[config.mk]
export PLATFORM = sky130hd
export DESIGN_NAME = prio_irq_ctrl
export DESIGN_NICKNAME = d
export VERILOG_FILES = /design/src/rtl/irq_pkg.sv /design/src/rtl/prio_enc.sv /design/src/rtl/prio_irq_ctrl.sv
export SDC_FILE = /design/constraint.sdc
export NUM_CORES = 1
export LEC_CHECK = 0
export ABC_AREA = 0
export CORE_UTILIZATION = 50
export DETAILED_ROUTE_END_ITERATION = 12
export PLACE_DENSITY_LB_ADDON = 0.1
export SLEW_MARGIN = 25
export SYNTH_ARGS = -nofsm -noshare
export SYNTH_HDL_FRONTEND = slang
export SYNTH_SLANG_ARGS = --single-unit
[constraint.sdc]
create_clock -name clk -period 7 [get_ports clk]
set_input_delay 1.75 -clock clk [delete_from_list [all_inputs] [get_ports clk]]
set_output_delay 1.75 -clock clk [all_outputs]
set_load 0.02 [all_outputs]
[src/rtl/irq_pkg.sv]
// Shared types and default sizing for the prioritised interrupt controller.
package irq_pkg;

  localparam int NBUS_DEF = 3;
  localparam int NCH_DEF  = 9;

  typedef enum logic {
    ST_IDLE    = 1'b0,
    ST_PRESENT = 1'b1
  } irq_state_e;

endpackage

[src/rtl/prio_enc.sv]
// Lowest-set-bit priority encoder; used for both bus and channel selection.
module prio_enc #(
  parameter int W  = 8,
  parameter int IW = (W > 1) ? $clog2(W) : 1
) (
  input  logic [W-1:0]  in_vec,
  output logic [IW-1:0] idx,
  output logic          found
);

  // Scanning downward lets the lowest set bit overwrite any higher one.
  always_comb begin
    idx   = '0;
    found = 1'b0;
    for (int i = W - 1; i >= 0; i--) begin
      if (in_vec[i]) begin
        idx   = IW'(i);
        found = 1'b1;
      end
    end
  end

endmodule

[src/rtl/prio_irq_ctrl.sv]
// Multi-bus interrupt controller: sticky pending bits, fixed bus/channel priority,
// and a registered grant presented on a valid/ready interface.
module prio_irq_ctrl
  import irq_pkg::*;
#(
  parameter int NBUS = NBUS_DEF,
  parameter int NCH  = NCH_DEF,
  parameter int BW   = (NBUS > 1) ? $clog2(NBUS) : 1,
  parameter int CW   = (NCH > 1) ? $clog2(NCH) : 1
) (
  input  logic                 clk,
  input  logic                 rst_n,
  input  logic [NBUS*NCH-1:0]  req,
  input  logic [NCH-1:0]       chan_en,
  output logic                 irq_valid,
  input  logic                 irq_ready,
  output logic [BW-1:0]        irq_bus,
  output logic [CW-1:0]        irq_chan,
  output logic [NCH-1:0]       irq_vec,
  output logic [NBUS*NCH-1:0]  pend,
  output irq_state_e           dbg_state
);

  localparam int NB = NBUS * NCH;

  // Handshake: a grant transfers on any edge where irq_valid && irq_ready.
  // Once irq_valid is high the grant fields are frozen until that transfer;
  // irq_ready is ignored while irq_valid is low.

  irq_state_e      state_q, state_d;
  logic [NB-1:0]   pend_q, pend_d;
  logic [NB-1:0]   en_rep, elig, gmask, arb_vec;
  logic [NBUS-1:0] bus_any;
  logic [BW-1:0]   win_bus;
  logic            bus_found;
  logic [NCH-1:0]  row;
  logic [CW-1:0]   win_chan;
  logic            chan_found;
  logic            win_found;
  logic            hs, load, clear;

  always_comb begin
    en_rep = '0;
    for (int b = 0; b < NBUS; b++) en_rep[b*NCH +: NCH] = chan_en;
  end

  // One-hot mask of the grant currently presented.
  always_comb begin
    gmask = '0;
    for (int b = 0; b < NBUS; b++)
      for (int c = 0; c < NCH; c++)
        if (irq_bus == BW'(b) && irq_chan == CW'(c)) gmask[b*NCH + c] = 1'b1;
  end

  assign elig = pend_q & en_rep;
  assign hs   = (state_q == ST_PRESENT) && irq_ready;

  // While presenting, the outgoing grant must not be picked again this cycle,
  // even if a same-cycle re-request keeps its pending bit set.
  assign arb_vec = (state_q == ST_PRESENT) ? (elig & ~gmask) : elig;

  always_comb begin
    bus_any = '0;
    for (int b = 0; b < NBUS; b++) bus_any[b] = |arb_vec[b*NCH +: NCH];
  end

  prio_enc #(.W(NBUS), .IW(BW)) u_bus_enc (
    .in_vec (bus_any),
    .idx    (win_bus),
    .found  (bus_found)
  );

  always_comb begin
    row = '0;
    for (int b = 0; b < NBUS; b++)
      if (win_bus == BW'(b)) row = arb_vec[b*NCH +: NCH];
  end

  prio_enc #(.W(NCH), .IW(CW)) u_chan_enc (
    .in_vec (row),
    .idx    (win_chan),
    .found  (chan_found)
  );

  assign win_found = bus_found && chan_found;

  // Set beats clear when the granted bit is re-requested in the handshake cycle.
  assign pend_d = (pend_q & ~(hs ? gmask : '0)) | (req & en_rep);

  always_comb begin
    state_d = state_q;
    load    = 1'b0;
    clear   = 1'b0;
    case (state_q)
      ST_IDLE: begin
        if (win_found) begin
          state_d = ST_PRESENT;
          load    = 1'b1;
        end
      end
      ST_PRESENT: begin
        if (hs) begin
          if (win_found) begin
            load = 1'b1;
          end else begin
            state_d = ST_IDLE;
            clear   = 1'b1;
          end
        end
      end
      default: state_d = ST_IDLE;
    endcase
  end

  always_ff @(posedge clk) begin
    if (!rst_n) begin
      state_q  <= ST_IDLE;
      pend_q   <= '0;
      irq_bus  <= '0;
      irq_chan <= '0;
      irq_vec  <= '0;
    end else begin
      state_q <= state_d;
      pend_q  <= pend_d;
      if (load) begin
        irq_bus  <= win_bus;
        irq_chan <= win_chan;
        irq_vec  <= NCH'(1) << win_chan;
      end else if (clear) begin
        irq_bus  <= '0;
        irq_chan <= '0;
        irq_vec  <= '0;
      end
    end
  end

  assign irq_valid = (state_q == ST_PRESENT);
  assign pend      = pend_q;
  assign dbg_state = state_q;

endmodule
==> reports/metrics.cfg <==
[routing]
drt-total-wl_um=7450
ant_nets=0
vias=2792
dr.first_iter.drc_count=173
vias_per_cell=6.04
firstDrtPassIters=5
drc=0
wl_per_cell_um=16.1

[floorplan]
fp.dieW_um=73.6
ioPinCount=83
dieArea_sq_um=5420
coreArea_sq_um=4820
rows=25
die-height_um=73.6
initial_core_util_pct=53.2

[sta]
tightest_slew_ns=0.793
hold_viol_final=0
fmax_mhz=207
whs_ns=0.451
fin_crit_ns=4.84
slew_viol_final=0
period_share_pct=69.1
rsz0062_at_grt=no
skew_ns=0.00392
relSlewSlack_pct=46.7
setup_tns_ns=0
setup_viol=0

[critical_path]
cpMaxStageDelayCell=and3_1
setup.worst_path.class=input pin to flip-flop
cpPeakStageDelay_ns=0.55
crit_path_cell_trace=clkdlybuf4s50_1, nand2_1, a21oi_1, nor4_1, and3_1, nand2_1, o311ai_1, nor2b_1, a311o_1, o31ai_2
worst-path-max-fanout=15
ff2ff_path_depth=9
cp-start-kind=input pin
worstSetupEndpointType=flip-flop
worst_path_most_repeated_cell=nand2_1
worst_ep_required_time_ns=7.17
arrival_ns=5.00

[clock_network]
hold_buffers=0
cts_tree=built
cts_buffer_depth=2
post_cts_resize_count=0
cts_buffers=5
clk_pin_slew_ns=0.08
h-tree-depth=2
clock_latency_ns=0.30
cts-root-buf=clkbuf_8
clock-sinks=43
postCtsSetupRepairBufs=0

[layout]
n_fill_cell=417
drive_gt1_share_pct=7.09
final_cell_mix=clkdlybuf4s50_1, nand2_1, a21oi_1, dfxtp_1, o21ai_0
area_delta_synth_final_pct=33.0
final_common_cell=clkdlybuf4s50_1
nNetsFinal=434
diodes=0

[pwr]
irDropWorstVdd_v=0.000125
power_uw=748
p_per_area_nw_per_um2=219
leakage_uw=0.00119

[flow_run]
max_cap_violations=0

[global_routing]
grt_pass1_vias=2633
globalRoute.busiestLayer=met2
track_usage_pct=29.5
grt_pass1_wl_um=12200
antenna_found_initial=0
use_met2_pct=48.2
met1_usage_pct=39.4
grt_overflow=0
grt_max_degree=41
met3_usage_pct=5.21

[synthesis]
synthArstFlopShare_pct=0
synth_nets=367
synth_edf_count=0
syn_area_sq_um=2560
synth_area_per_cell_sq_um=7.82
synth_ff_type=dfxtp_1
netlist-cell-type-count=59
synth-seq-cells=43
seq_area_frac_synth_pct=33.6
ys_warn_count=0
synthCells=328

[place]
io_buffer_count=82
dpl.hpwl_um=5290
gp_congestion=0.930

[outcome]
status=finished, final reports clean

[min_path]
hold_path_depth=2
hp-class=flip-flop to flip-flop

cells in the mapped netlist, types with 4 or more instances:
cell type	n	share of area, %
dfxtp_1	43	34
buf_6	5	2.2
clkbuf_1	10	1.5
o211ai_2	5	2.4
nand2_1	60	8.8
nand3_1	7	1.4
a21oi_1	55	11
nor4_1	4	0.98
o21ai_0	37	7.2
nand4_1	4	0.98
nor4b_1	4	1.4
nor2_1	12	1.8
o211ai_1	4	1.2
worst max-delay path, delay by kind of cell:
kind	cells	cell delay (ns)
AND/OR/NAND/NOR	5	1.80
AO/OA/AOI/OAI	4	0.95
buffers and inverters	1	0.51
area by class of cell:
cell class / instances / area [sq um] / share of cell area [%]
multi-input combinational: 261 / 1550 / 45.4
sequential: 43 / 861 / 25.2
timing repair buffer: 82 / 821 / 24.1
tap: 67 / 83.8 / 2.46
clock buffer: 6 / 82.6 / 2.42
inverter: 2 / 7.51 / 0.220
clock inverter: 1 / 5.00 / 0.147
worst paths after layout:
path	startpoint	end	slack (ns)
max	chan_en[7]	irq_vec[1]$_SDFFE_PN0P_	2.16
min	irq_vec[7]$_SDFFE_PN0P_	irq_vec[7]$_SDFFE_PN0P_	0.45
max reg2reg	irq_chan[0]$_SDFFE_PN0P_	irq_vec[1]$_SDFFE_PN0P_	2.91
min reg2reg	irq_vec[7]$_SDFFE_PN0P_	irq_vec[7]$_SDFFE_PN0P_	0.45
flip-flops by register name, summed over array words and instances (netlist names):
signal	flops
dbg_state	1
irq_bus	2
irq_chan	4
irq_vec	9
pend	27
kinds of logic (layout without fill, tap and decap cells):
logic type	Yosys count	count (layout)	synth area share, %
and+or+nand+nor	129	129	28.5
DFF	43	43	33.6
buffers and inverters	24	91	6.00
AOI/OAI and AO/OA	132	132	32.0
per-layer routing:
layer	vias up	routed length, um	share of wire (%)
li1	1365	-	-
met1	1302	3350	45
met2	115	3500	47
met3	10	502	6.7
met4	0	96	1.3
met5	-	0	0
stage by stage:
step	instance area [sq um]	setup slack [ns]	instances	utilization (%)
floorplan	2560	2.95	328	-
global placement	3320	1.93	455	69.0
detailed placement	3320	1.91	455	69.0
CTS	3410	2.24	462	70.8
global route	3410	1.76	462	70.8
finish	3410	2.16	462	70.8
power by group:
group / internal, uW / total [uW] / switching [uW]
Sequential: 267 / 306 / 38.6
Combinational: 128 / 280 / 152
Clock: 77.5 / 163 / 85.4
(Power assumes the default switching activity.)
